==> src/rtl/fetch_pkg.sv <==
// -----------------------------------------------------------------------------
// fetch_pkg
// Shared definitions for the instruction-fetch responder:
//   - FSM state encoding (5 states, 3 bits)
//   - wait-state limits and counter width
//   - helper for the byte-address to word-index width derivation
// -----------------------------------------------------------------------------
package fetch_pkg;

  localparam logic [2:0] ST_IDLE    = 3'd0;
  localparam logic [2:0] ST_READ    = 3'd1;
  localparam logic [2:0] ST_WAIT    = 3'd2;
  localparam logic [2:0] ST_CAPTURE = 3'd3;
  localparam logic [2:0] ST_ERROR   = 3'd4;

  localparam int MAX_WAIT_STATES = 15;
  localparam int WAIT_CNT_WIDTH  = 4;

  // Word index drops the two byte-offset bits of a 32-bit word address.
  function automatic int wordIndexWidth(input int addrWidth);
    return addrWidth - 2;
  endfunction

endpackage

==> src/rtl/fetch_responder_wait_state_counter.sv <==
// -----------------------------------------------------------------------------
// wait_state_counter
// Loadable 4-bit down-counter used to time SRAM wait states.
// Ports:
//   clk        in   clock, rising edge
//   reset      in   synchronous active-low reset (count -> 0)
//   load       in   load loadValue (has priority over enable)
//   enable     in   decrement by one while count > 1
//   loadValue  in   value loaded on load
//   terminal   out  count == 1
// The counter never wraps: it saturates at 1 so a stray enable cannot
// roll it over to 15.
// -----------------------------------------------------------------------------
module wait_state_counter
  import fetch_pkg::*;
(
  input  logic                      clk,
  input  logic                      reset,
  input  logic                      load,
  input  logic                      enable,
  input  logic [WAIT_CNT_WIDTH-1:0] loadValue,
  output logic                      terminal
);

  logic [WAIT_CNT_WIDTH-1:0] count_r;

  // Down-counter register with load priority and saturation at 1.
  always_ff @(posedge clk) begin
    if (!reset) begin
      count_r <= {WAIT_CNT_WIDTH{1'b0}};
    end else if (load) begin
      count_r <= loadValue;
    end else if (enable && (count_r > 4'd1)) begin
      count_r <= count_r - 4'd1;
    end else begin
      count_r <= count_r;
    end
  end

  assign terminal = (count_r == 4'd1);

endmodule

==> src/rtl/fetch_responder.sv <==
// -----------------------------------------------------------------------------
// fetch_responder
// Memory-side responder for instruction fetch. Accepts a fetch strobe while
// idle, reads a synchronous instruction SRAM with WAIT_STATES extra cycles,
// and returns the word with valid / misalignment-error status.
// Ports:
//   clk                 in   clock, rising edge
//   reset               in   synchronous active-low reset
//   fetch_RequestState  in   fetch request strobe
//   fetchAddress        in   byte address, sampled with the strobe
//   memEnable           out  SRAM read enable (one cycle, in READ)
//   memAddress          out  SRAM word index (latched request index)
//   memReadData         in   SRAM read data, valid in the CAPTURE cycle
//   instruction         out  returned word (0 for a misaligned request)
//   instructionValid    out  instruction holds the last accepted result
//   fetchError          out  last accepted request was misaligned
//   fetchBusy           out  state is not IDLE
//   requestDropped      out  one-cycle pulse: strobe seen while busy
// -----------------------------------------------------------------------------
module fetch_responder
  import fetch_pkg::*;
#(
  parameter int ADDR_WIDTH  = 16,
  parameter int DATA_WIDTH  = 32,
  parameter int WAIT_STATES = 0
)(
  input  logic                                  clk,
  input  logic                                  reset,
  input  logic                                  fetch_RequestState,
  input  logic [ADDR_WIDTH-1:0]                 fetchAddress,
  output logic                                  memEnable,
  output logic [wordIndexWidth(ADDR_WIDTH)-1:0] memAddress,
  input  logic [DATA_WIDTH-1:0]                 memReadData,
  output logic [DATA_WIDTH-1:0]                 instruction,
  output logic                                  instructionValid,
  output logic                                  fetchError,
  output logic                                  fetchBusy,
  output logic                                  requestDropped
);

  localparam int INDEX_WIDTH = wordIndexWidth(ADDR_WIDTH);
  // Out-of-range settings are clamped to the longest supported wait.
  localparam int WAIT_CLAMPED = (WAIT_STATES > MAX_WAIT_STATES) ? MAX_WAIT_STATES : WAIT_STATES;
  localparam logic [WAIT_CNT_WIDTH-1:0] WAIT_LOAD = WAIT_CNT_WIDTH'(WAIT_CLAMPED);

  logic [2:0]             state_r;
  logic [2:0]             nextState_s;
  logic [INDEX_WIDTH-1:0] wordIndex_r;
  logic                   memEnable_r;
  logic [DATA_WIDTH-1:0]  instruction_r;
  logic                   instructionValid_r;
  logic                   fetchError_r;
  logic                   requestDropped_r;
  logic                   accept_s;
  logic                   aligned_s;
  logic                   waitLoad_s;
  logic                   waitEnable_s;
  logic                   waitTerminal_s;

  assign accept_s     = fetch_RequestState && (state_r == ST_IDLE);
  assign aligned_s    = (fetchAddress[1:0] == 2'b00);
  assign waitLoad_s   = (state_r == ST_READ);
  assign waitEnable_s = (state_r == ST_WAIT);

  wait_state_counter u_waitCounter (
    .clk       (clk),
    .reset     (reset),
    .load      (waitLoad_s),
    .enable    (waitEnable_s),
    .loadValue (WAIT_LOAD),
    .terminal  (waitTerminal_s)
  );

  // Next-state logic for the fetch sequencer.
  always_comb begin
    nextState_s = state_r;
    case (state_r)
      ST_IDLE: begin
        if (fetch_RequestState) begin
          if (aligned_s) begin
            nextState_s = ST_READ;
          end else begin
            nextState_s = ST_ERROR;
          end
        end else begin
          nextState_s = ST_IDLE;
        end
      end
      ST_READ: begin
        if (WAIT_LOAD == 4'd0) begin
          nextState_s = ST_CAPTURE;
        end else begin
          nextState_s = ST_WAIT;
        end
      end
      ST_WAIT: begin
        if (waitTerminal_s) begin
          nextState_s = ST_CAPTURE;
        end else begin
          nextState_s = ST_WAIT;
        end
      end
      ST_CAPTURE: nextState_s = ST_IDLE;
      ST_ERROR:   nextState_s = ST_IDLE;
      default:    nextState_s = ST_IDLE;
    endcase
  end

  // State register, SRAM enable and drop pulse.
  always_ff @(posedge clk) begin
    if (!reset) begin
      state_r          <= ST_IDLE;
      memEnable_r      <= 1'b0;
      requestDropped_r <= 1'b0;
    end else begin
      state_r          <= nextState_s;
      // Enable is registered so it is high exactly while the state is READ.
      memEnable_r      <= accept_s && aligned_s;
      requestDropped_r <= fetch_RequestState && (state_r != ST_IDLE);
    end
  end

  // Word-index latch; a misaligned request leaves the previous index in place.
  always_ff @(posedge clk) begin
    if (!reset) begin
      wordIndex_r <= {INDEX_WIDTH{1'b0}};
    end else if (accept_s && aligned_s) begin
      wordIndex_r <= fetchAddress[ADDR_WIDTH-1:2];
    end else begin
      wordIndex_r <= wordIndex_r;
    end
  end

  // Result registers: cleared status on accept, loaded on completion.
  always_ff @(posedge clk) begin
    if (!reset) begin
      instruction_r      <= {DATA_WIDTH{1'b0}};
      instructionValid_r <= 1'b0;
      fetchError_r       <= 1'b0;
    end else if (accept_s) begin
      instruction_r      <= instruction_r;
      instructionValid_r <= 1'b0;
      fetchError_r       <= 1'b0;
    end else if (state_r == ST_CAPTURE) begin
      instruction_r      <= memReadData;
      instructionValid_r <= 1'b1;
      fetchError_r       <= 1'b0;
    end else if (state_r == ST_ERROR) begin
      instruction_r      <= {DATA_WIDTH{1'b0}};
      instructionValid_r <= 1'b1;
      fetchError_r       <= 1'b1;
    end else begin
      instruction_r      <= instruction_r;
      instructionValid_r <= instructionValid_r;
      fetchError_r       <= fetchError_r;
    end
  end

  assign memEnable        = memEnable_r;
  assign memAddress       = wordIndex_r;
  assign instruction      = instruction_r;
  assign instructionValid = instructionValid_r;
  assign fetchError       = fetchError_r;
  assign requestDropped   = requestDropped_r;
  // Busy is decoded straight from state so the pipeline sees it without delay.
  assign fetchBusy        = (state_r != ST_IDLE);

endmodule

==> config.mk <==
export PLATFORM = sky130hd
export DESIGN_NAME = fetch_responder
export DESIGN_NICKNAME = d
export VERILOG_FILES = /design/src/rtl/fetch_pkg.sv /design/src/rtl/fetch_responder_wait_state_counter.sv /design/src/rtl/fetch_responder.sv
export SDC_FILE = /design/constraint.sdc
export NUM_CORES = 1
export LEC_CHECK = 0
export CAP_MARGIN = 20
export CORE_MARGIN = 3
export CORE_UTILIZATION = 35
export DETAILED_ROUTE_END_ITERATION = 6
export GPL_ROUTABILITY_DRIVEN = 0
export PLACE_DENSITY = 0.76
export SYNTH_ARGS = -nofsm -noshare
export SYNTH_HDL_FRONTEND = slang
export SYNTH_SLANG_ARGS = --single-unit
export TNS_END_PERCENT = 5
==> constraint.sdc <==
create_clock -name clk -period 2.2 [get_ports clk]
set_input_delay 0.22 -clock clk [delete_from_list [all_inputs] [get_ports clk]]
set_output_delay 0.22 -clock clk [all_outputs]
set_load 0.005 [all_outputs]
==> flow_summary.ini, run 1 <==
[outcome]
run_status = completed

[drt]
first_pass_iters = 4
postRouteAntennaNets = 0
drt_iter0_markers = 67
met2_length_um = 2140
wl_per_cell_um = 13.0
via_count = 1961
met3_length_um = 614
m1WireLength_um = 2420
wl_um = 5260
via_per_inst = 4.87
top_layer = met4
drc = 0

[sta]
final_max_slew_viol_count = 0
finalSetupTns_ns = 0
clock_skew_ns = 0.00607
finalSetupViolations = 0
timing.final.crit_share_pct = 82.2
tightestPinTransition_ns = 0.721
maxSlewHeadroom_pct = 51.8
finalCriticalPeriod_ns = 1.81
final-hold-violation-count = 0
fin_hold_ws_ns = 0.445
max_freq_ghz = 0.553
grt_setup_unrepaired = no

[synthesis]
synth_cells = 228
yosysMostFrequentCell = dfxtp_1
synthMuxAreaShare_pct = 0
yosysSeqAreaShare_pct = 54.3
synth-edff-count = 0
synth_fa_ha_area_share_pct = 1.19
ys_async_sr_fraction_pct = 0
syn_nets = 281
synth_compound_area_share_pct = 18.1
synth_top_area_share_pct = 54.3
synth-seq-cells = 57
synth_area_leaders = dfxtp_1 54%, a22oi_1 11%, nor2_1 7.3%
netlist_top_cells_count = 57 x dfxtp_1, 41 x nor2_1, 32 x a22oi_1
yosysUniqueCellTypes = 33
synth_xor_area_share_pct = 1.25
synth_ff_type = dfxtp_1
syn-cell-area_um2 = 2100
synth_top_family_by_area = simple AND/OR/NAND/NOR gates
yosysTopAreaCell = dfxtp_1
synth_warnings = 0
synth_simple_gate_area_share_pct = 19.2
synth_area_per_cell_um2 = 9.22

[cts]
cts-resized-gates = 0
clock_path_buffers = 2
clockRootBuffer = clkbuf_8
cts_setup_buffers = 0
hold_buffers = 0
cts_tree = built
cts-buffers-inserted = 9
cts.sinks = 57
insertion_delay_ns = 0.32
h-tree-depth = 3
clk_pin_slew_ns = 0.06

[cells_and_area]
drive_above_1_share_pct = 7.25
antenna_cells = 0
seqCellArea_um2 = 1140
fillCellCount = 502
layout.cells.non_filler = 403
multi_input_area_um2 = 836
final_nets = 379
syn2layout_area_growth_pct = 59.3

[floorplanning]
rows = 27
initial_core_util_pct = 37.3
design.core.area_um2 = 5640
die_x_um = 83.5
ios = 102
die_h_um = 83.5
die-area_um2 = 6970

[worst_hold_path]
worstHoldPathType = input port to flop
hold_depth = 3
hold_start = fetchAddress[12]
min_to = memAddress[10]

[setup_path]
cp_max_fo = 9
reg2regPathDepth = 4
cp.required_ns = 1.98
worstReg2RegStart = state_r[2]
critPathCaptureType = primary output
arrival_ns = 1.59
r2r_end = instruction[31]
start_kind = flop
rrSetupSlack_ns = 0.50
cp-startpoint = state_r[1]
worstSetupPathType = flop to primary output

[flow_run]
cap_viol_max_count = 0

[global_route]
grt-ovfl-total = 0
antenna_found_initial = 0
grt_pass1_vias = 1896
grt_start_max_net_pins = 34
grt_pass1_wl_um = 8960
track_usage_pct = 15.9

[power_and_ir_drop]
cellPowerDensity_nw_per_um2 = 693
p_leak_uw = 0.00120
vdd_drop_max_uv = 424
p_total_uw = 2320

[placed_design]
place.detailed.hpwl_um = 3620
io_buffers = 101
dpl.cell_count = 387
[registers in the layout, summed over array words and instances, names as in the netlist]
signal,count
instruction,32
memAddress,14
u_waitCounter.count_r,4
state_r,3
fetchError,1
instructionValid,1
memEnable,1
requestDropped,1
[metrics by stage]
stage	utilization [%]	worst slack (ns)	instance area, um^2
after floorplan	-	0.907	2100
final	59.4	0.392	3350
after global routing	59.4	0.259	3350
after global placement	55.6	0.586	3140
after detailed placement	55.6	0.500	3140
after CTS	59.4	0.365	3350
[power breakdown]
part / switching [uW] / total [uW] / leakage (uW) / internal (uW)
Combinational: 83.9 / 218 / 0.000636 / 135
Sequential: 15.4 / 1070 / 0.000460 / 1050
Clock: 406 / 1040 / 0.000106 / 632
Total: 506 / 2320 / 0.00120 / 1820
[how the worst max path moves through the flow]
stage	slack, ns	cells after the start	end
after global placement	0.59	4	instruction[9]
after CTS	0.37	3	fetchBusy
final	0.39	3	fetchBusy
after detailed placement	0.50	4	instruction[31]
after global routing	0.26	3	fetchBusy
after floorplan	0.91	5	u_waitCounter.count_r[1]
[routing by layer]
metal	up-vias	global-route usage (%)
li1	987	-
met1	880	20.1
met4	0	7.89
met5	-	0
met2	86	22.4
met3	8	8.00
[cells by family after synthesis]
kind of cell,count (synthesis)
AO/OA/AOI/OAI,56
adder cells (fa/ha/maj),2
AND/OR/NAND/NOR,87
buffers and inverters,23
XOR/XNOR,3
flip-flops,57
[worst max-delay path, stage by stage (launching register included)]
cell and delay, ns:
dfxtp_1 0.41, nor3_4 0.30, inv_1 0.10, clkdlybuf4s50_1 0.46
[cell type report]
type                            instances  area share (%)
Sequential cell                        57            34.1
Timing Repair Buffer                  105            31.5
Multi-Input combinational cell        148            25.0
Clock buffer                           10            3.81
Tap cell                               72            2.69
Clock inverter                          6            2.47
Inverter                                5           0.560
[placed cells by master (no fill, tap or decap), types with 4 or more instances in the layout]
| cell | count |
|---|---|
| inv_1 | 4 |
| nor2_1 | 41 |
| a22oi_1 | 32 |
| dfxtp_1 | 57 |
| nand3_1 | 15 |
| o21ai_0 | 16 |
| clkdlybuf4s50_1 | 101 |
| clkbuf_8 | 9 |
| nand2_1 | 18 |
Power figures use the tool's default switching activity.
==> run 2, diff against run 1 <==
Clock period 2.2 ns to 1.7 ns, I/O delays scaled along.
==> run 2 against run 1 <==
  * Clock power up 47%
  * Sequential share of layout area is 0.56 points lower
  * Flip-flop and latch count is the same
  * Largest cell class unchanged
==> flow_summary.ini, run 2 (synthesis results as in run 1) <==
[power_and_ir_drop]
swShare_pct = 20.5
cellPowerDensity_nw_per_um2 = 938
p_clk_share_pct = 47.7
power.internal_uw = 2550
vdd_drop_max_uv = 451
p_switching_uw = 657
p_leak_uw = 0.00125
p_seq_share_pct = 43.0
share_comb_of_total_power_pct = 9.3

[setup_path]
arrival_ns = 1.83
cp.required_ns = 1.95
cp_max_fo = 32
start_kind = flop
worstSetupPathType = flop to flop
critPathCaptureType = flop

[cts]
cts-buffers-inserted = 9
clk_pin_slew_ns = 0.07
clockRootBuffer = clkbuf_8
cts.sinks = 57
cts_tree = built
hold_buffers = 0
clock_path_buffers = 2
insertion_delay_ns = 0.32
h-tree-depth = 3

[sta]
timing.final.crit_share_pct = 93.2
finalCriticalPeriod_ns = 1.59
clock_skew_ns = 0.00299
final_max_slew_viol_count = 0
maxSlewHeadroom_pct = 64.7
tightestPinTransition_ns = 0.527
finalSetupViolations = 0
final-hold-violation-count = 0
grt_setup_unrepaired = yes
max_freq_ghz = 0.631

[cells_and_area]
antenna_cells = 0
final_nets = 382
multi_input_area_um2 = 847
layout_commonest_cell = clkdlybuf4s50_1
seqCellArea_um2 = 1140
postLayoutCellArea_um2 = 3410
fillCellCount = 496
syn2layout_area_growth_pct = 62.4
layout.cells.non_filler = 406
drive_above_1_share_pct = 8.98
largest_reg_flops = 32
mostFrequentLayoutCells = 100 x clkdlybuf4s50_1, 55 x dfxtp_1, 41 x nor2_1

[floorplanning]
initial_core_util_pct = 37.3
design.core.area_um2 = 5640
rows = 27
die_x_um = 83.5
die-area_um2 = 6970
die_h_um = 83.5
ios = 102

[drt]
first_pass_iters = 4
via_count = 1969
postRouteAntennaNets = 0
drt_iter0_markers = 79
via_per_inst = 4.85
drc = 0
wl_um = 5440
wl_per_cell_um = 13.4

[global_route]
grt_pass1_vias = 1920
grt_start_max_net_pins = 37
antenna_found_initial = 0
grt_pass1_wl_um = 8790
track_usage_pct = 15.3
grt-ovfl-total = 0

[placed_design]
place.detailed.hpwl_um = 3580
dpl.cell_count = 388
io_buffers = 101
placed_area_um2 = 3150

[worst_hold_path]
worstHoldPathType = input port to flop

[flow_run]
cap_viol_max_count = 0

[outcome]
run_status = completed
[run 2: changes by cell type in the layout (fill, tap and decap cells not counted), sizes merged]
cell and delta:
dlymetal6s2s +1, clkinvlp -1, buf +2, clkdlybuf4s50 -1
bufinv +1, nor2 +1
[run 2: through the flow]
step | hold WS [ns] | total power (uW) | setup TNS (ns) | util (%) | setup slack [ns]
6_report | 0.399 | 3200 | 0 | 60.5 | 0.115
5_1_grt | 0.388 | 3340 | -0.0182 | 60.5 | -0.0182
4_1_cts | 0.385 | 3240 | 0 | 60.3 | 0.00934
3_5_place_dp | 0.463 | 1690 | 0 | 55.8 | 0.0287
3_3_place_gp | 0.452 | 1690 | 0 | 55.8 | 0.0954
2_1_floorplan | 0.270 | 1520 | 0 | - | 0.407
[run 2: routing by layer]
metal  GRT usage [%]  vias to the layer above  part of all wire, %
met5               0                        -                    0
met4            6.14                        0                  1.1
met3            6.71                        5                   11
met2            23.1                       88                   40
met1            19.0                      875                   48
li1                -                     1001                    -
[run 2: repair_timing]
action	4_1_cts	5_1_grt
pin swaps	1	1
cloned	0	1
endpoints found under the setup margin	1	33
gates resized for setup	2	2
setup buffers	1	0
[run 2: layout make-up]
| type | count | area share [%] |
|---|---|---|
| clock buffers | 10 | 4.03 |
| clock inverters | 6 | 3.08 |
| inverters | 5 | 0.550 |
| multi-input cells | 149 | 24.8 |
| flip-flops and latches | 57 | 33.5 |
| well taps | 72 | 2.64 |
| repair buffers | 107 | 31.4 |
[run 2: final timing paths]
path	startpoint	endpoint	slack [ns]	cells after the start
worst min register to register	memAddress[7]	memAddress[7]	0.47	2
worst max-delay path	state_r[0]	instruction[28]	0.11	4
worst max register to register	state_r[0]	instruction[28]	0.11	4
worst min-delay path	fetchAddress[15]	memAddress[13]	0.40	3
[run 2: critical path, stage by stage (launching register included)]
cell and delay (ns):
dfxtp_2 0.44, and3b_1 0.39, buf_4 0.39, a22oi_1 0.14, nor2_1 0.13
[run 2: power groups by stage]
stage	Sequential, uW	Combinational, uW	Clock, uW
global route	1380	324	1630
CTS	1380	296	1570
floorplan	1400	115	0
global placement	1410	286	0
finish	1380	299	1530
detailed placement	1410	287	0
==> run 3, diff against run 2 <==
Settings changed: DONT_BUFFER_PORTS from default to 1, PLACE_DENSITY 0.76 to 0.54.
==> run 3 against run 2 <==
  * Cell count decreased by 17%
  * Total power decreased by 12%
  * Clock skew increased by 0.0017 ns
  * Critical path type unchanged
  * Critical endpoint is now instruction[17]
  * Largest cell class unchanged
  * Highest routed layer unchanged
==> flow_summary.ini, run 3 (synthesis results as in run 1) <==
[drt]
drc = 0
via_count = 1704
wl_um = 5060
postRouteAntennaNets = 0
via_per_inst = 5.03
first_pass_iters = 4
drt_iter0_markers = 57
wl_per_cell_um = 14.9

[power_and_ir_drop]
p_switching_uw = 617
vdd_drop_max_uv = 464
cellPowerDensity_nw_per_um2 = 1050
p_seq_share_pct = 49.0
p_clk_share_pct = 43.9
p_leak_uw = 0.000992
share_comb_of_total_power_pct = 7.0
swShare_pct = 21.9
power.internal_uw = 2200

[cells_and_area]
layout_commonest_cell = dfxtp_1
syn2layout_area_growth_pct = 27.7
antenna_cells = 0
drive_above_1_share_pct = 9.74
finish.utilization_pct = 47.6
mostFrequentLayoutCells = 57 x dfxtp_1, 41 x nor2_1, 34 x dlygate4sd3_1
largest_reg_flops = 32
final_nets = 316

[floorplanning]
die_h_um = 83.5
design.core.area_um2 = 5640
initial_core_util_pct = 37.3
die-area_um2 = 6970
rows = 27
die_x_um = 83.5
ios = 102

[sta]
tightestPinTransition_ns = 0.972
timing.final.crit_share_pct = 91.7
finalSetupTns_ns = 0
finalSetupViolations = 0
grt_setup_unrepaired = no
clock_skew_ns = 0.00472
finalCriticalPeriod_ns = 1.56
max_freq_ghz = 0.641
final_max_slew_viol_count = 0
fin_hold_ws_ns = 0.0163
final-hold-violation-count = 0
maxSlewHeadroom_pct = 35.2

[setup_path]
arrival_ns = 1.82
worstReg2RegStart = state_r[2]
path_delay_family = simple AND/OR/NAND/NOR gates
cp-startpoint = state_r[2]
reg2regPathDepth = 4
critPathCaptureType = flop
cp.required_ns = 1.96
crit_chain = and3b_1 > nor2_2 > a22oi_1 > nor2_1
critPathBufInv = 0
crit_slowest_cell = nor2_2
start_kind = flop
crit_cells = 4
rrSetupSlack_ns = 0.14
worstSetupPathType = flop to flop
cp_max_fo = 16
cpPeakStageDelay_ns = 0.56

[placed_design]
place.detailed.hpwl_um = 2930
io_buffers = 0

[cts]
insertion_delay_ns = 0.32
cts-buffers-inserted = 9
clock_path_buffers = 2
clockRootBuffer = clkbuf_8
cts_tree = built
h-tree-depth = 3
cts.sinks = 57
clk_pin_slew_ns = 0.06

[worst_hold_path]
hold_start = reset
hold_depth = 2
worstHoldPathType = input port to flop

[global_route]
grt_start_max_net_pins = 34
grt_pass1_vias = 1699
grt-ovfl-total = 0
antenna_found_initial = 0
grt_pass1_wl_um = 8060
track_usage_pct = 14.4

[flow_run]
cap_viol_max_count = 0

[outcome]
run_status = completed
==> run 3: changes by cell type in the layout (fill, tap and decap cells not counted), sizes merged, moves of 2 or more <==
cell | before | now
clkdlybuf4s50 | 100 | 0
dlygate4sd3 | 0 | 34
bufinv | 3 | 1
clkbuf | 10 | 12
==> run 3: per-stage QoR <==
stage	power, uW	worst slack [ns]	cells	instance area [um^2]
global placement	1530	0.172	288	2130
finish	2820	0.140	339	2690
CTS	2860	0.0850	338	2680
floorplan	1520	0.407	228	2100
detailed placement	1530	0.134	288	2130
global route	2940	0.0306	339	2690
==> run 3: final timing paths <==
kind / end
setup / recovery: instruction[17]
hold / removal: memAddress[7]
setup reg to reg: instruction[17]
hold reg to reg: memAddress[8]
==> run 3: repair_timing <==
| action | CTS | global route |
|---|---|---|
| hold endpoints to repair | 37 | 0 |
| buffers inserted | 0 | 0 |
| endpoints found under the setup margin | 0 | 13 |
| hold buffers | 35 | 0 |
| resized for setup | 0 | 1 |
==> run 3: power groups by stage <==
stage / Sequential (uW) / Clock, uW / Combinational, uW
6_report: 1380 / 1240 / 197
5_1_grt: 1380 / 1340 / 220
4_1_cts: 1380 / 1290 / 192
3_5_place_dp: 1410 / 0 / 118
3_3_place_gp: 1410 / 0 / 117
2_1_floorplan: 1400 / 0 / 115
==> run 3: layer usage <==
metal	routed length, um	global-route usage, %	vias to the layer above
met5	0	0	-
met4	78	7.46	0
met3	620	7.60	9
met2	2200	21.7	91
met1	2160	16.6	743
li1	-	-	861
==> run 3: final cells by class <==
class,count,area (um^2)
Fill cell,525,2960
Sequential cell,57,1140
Multi-Input combinational cell,149,842
Timing Repair Buffer,41,398
Clock buffer,12,155
Tap cell,72,90.1
Clock inverter,3,40.0
Inverter,5,18.8
==> run 3: worst register-to-register path, stage by stage (launching register included) <==
cell	delay (ns)
dfxtp_1	0.40
and3b_1	0.26
nor2_2	0.56
a22oi_1	0.16
nor2_1	0.12
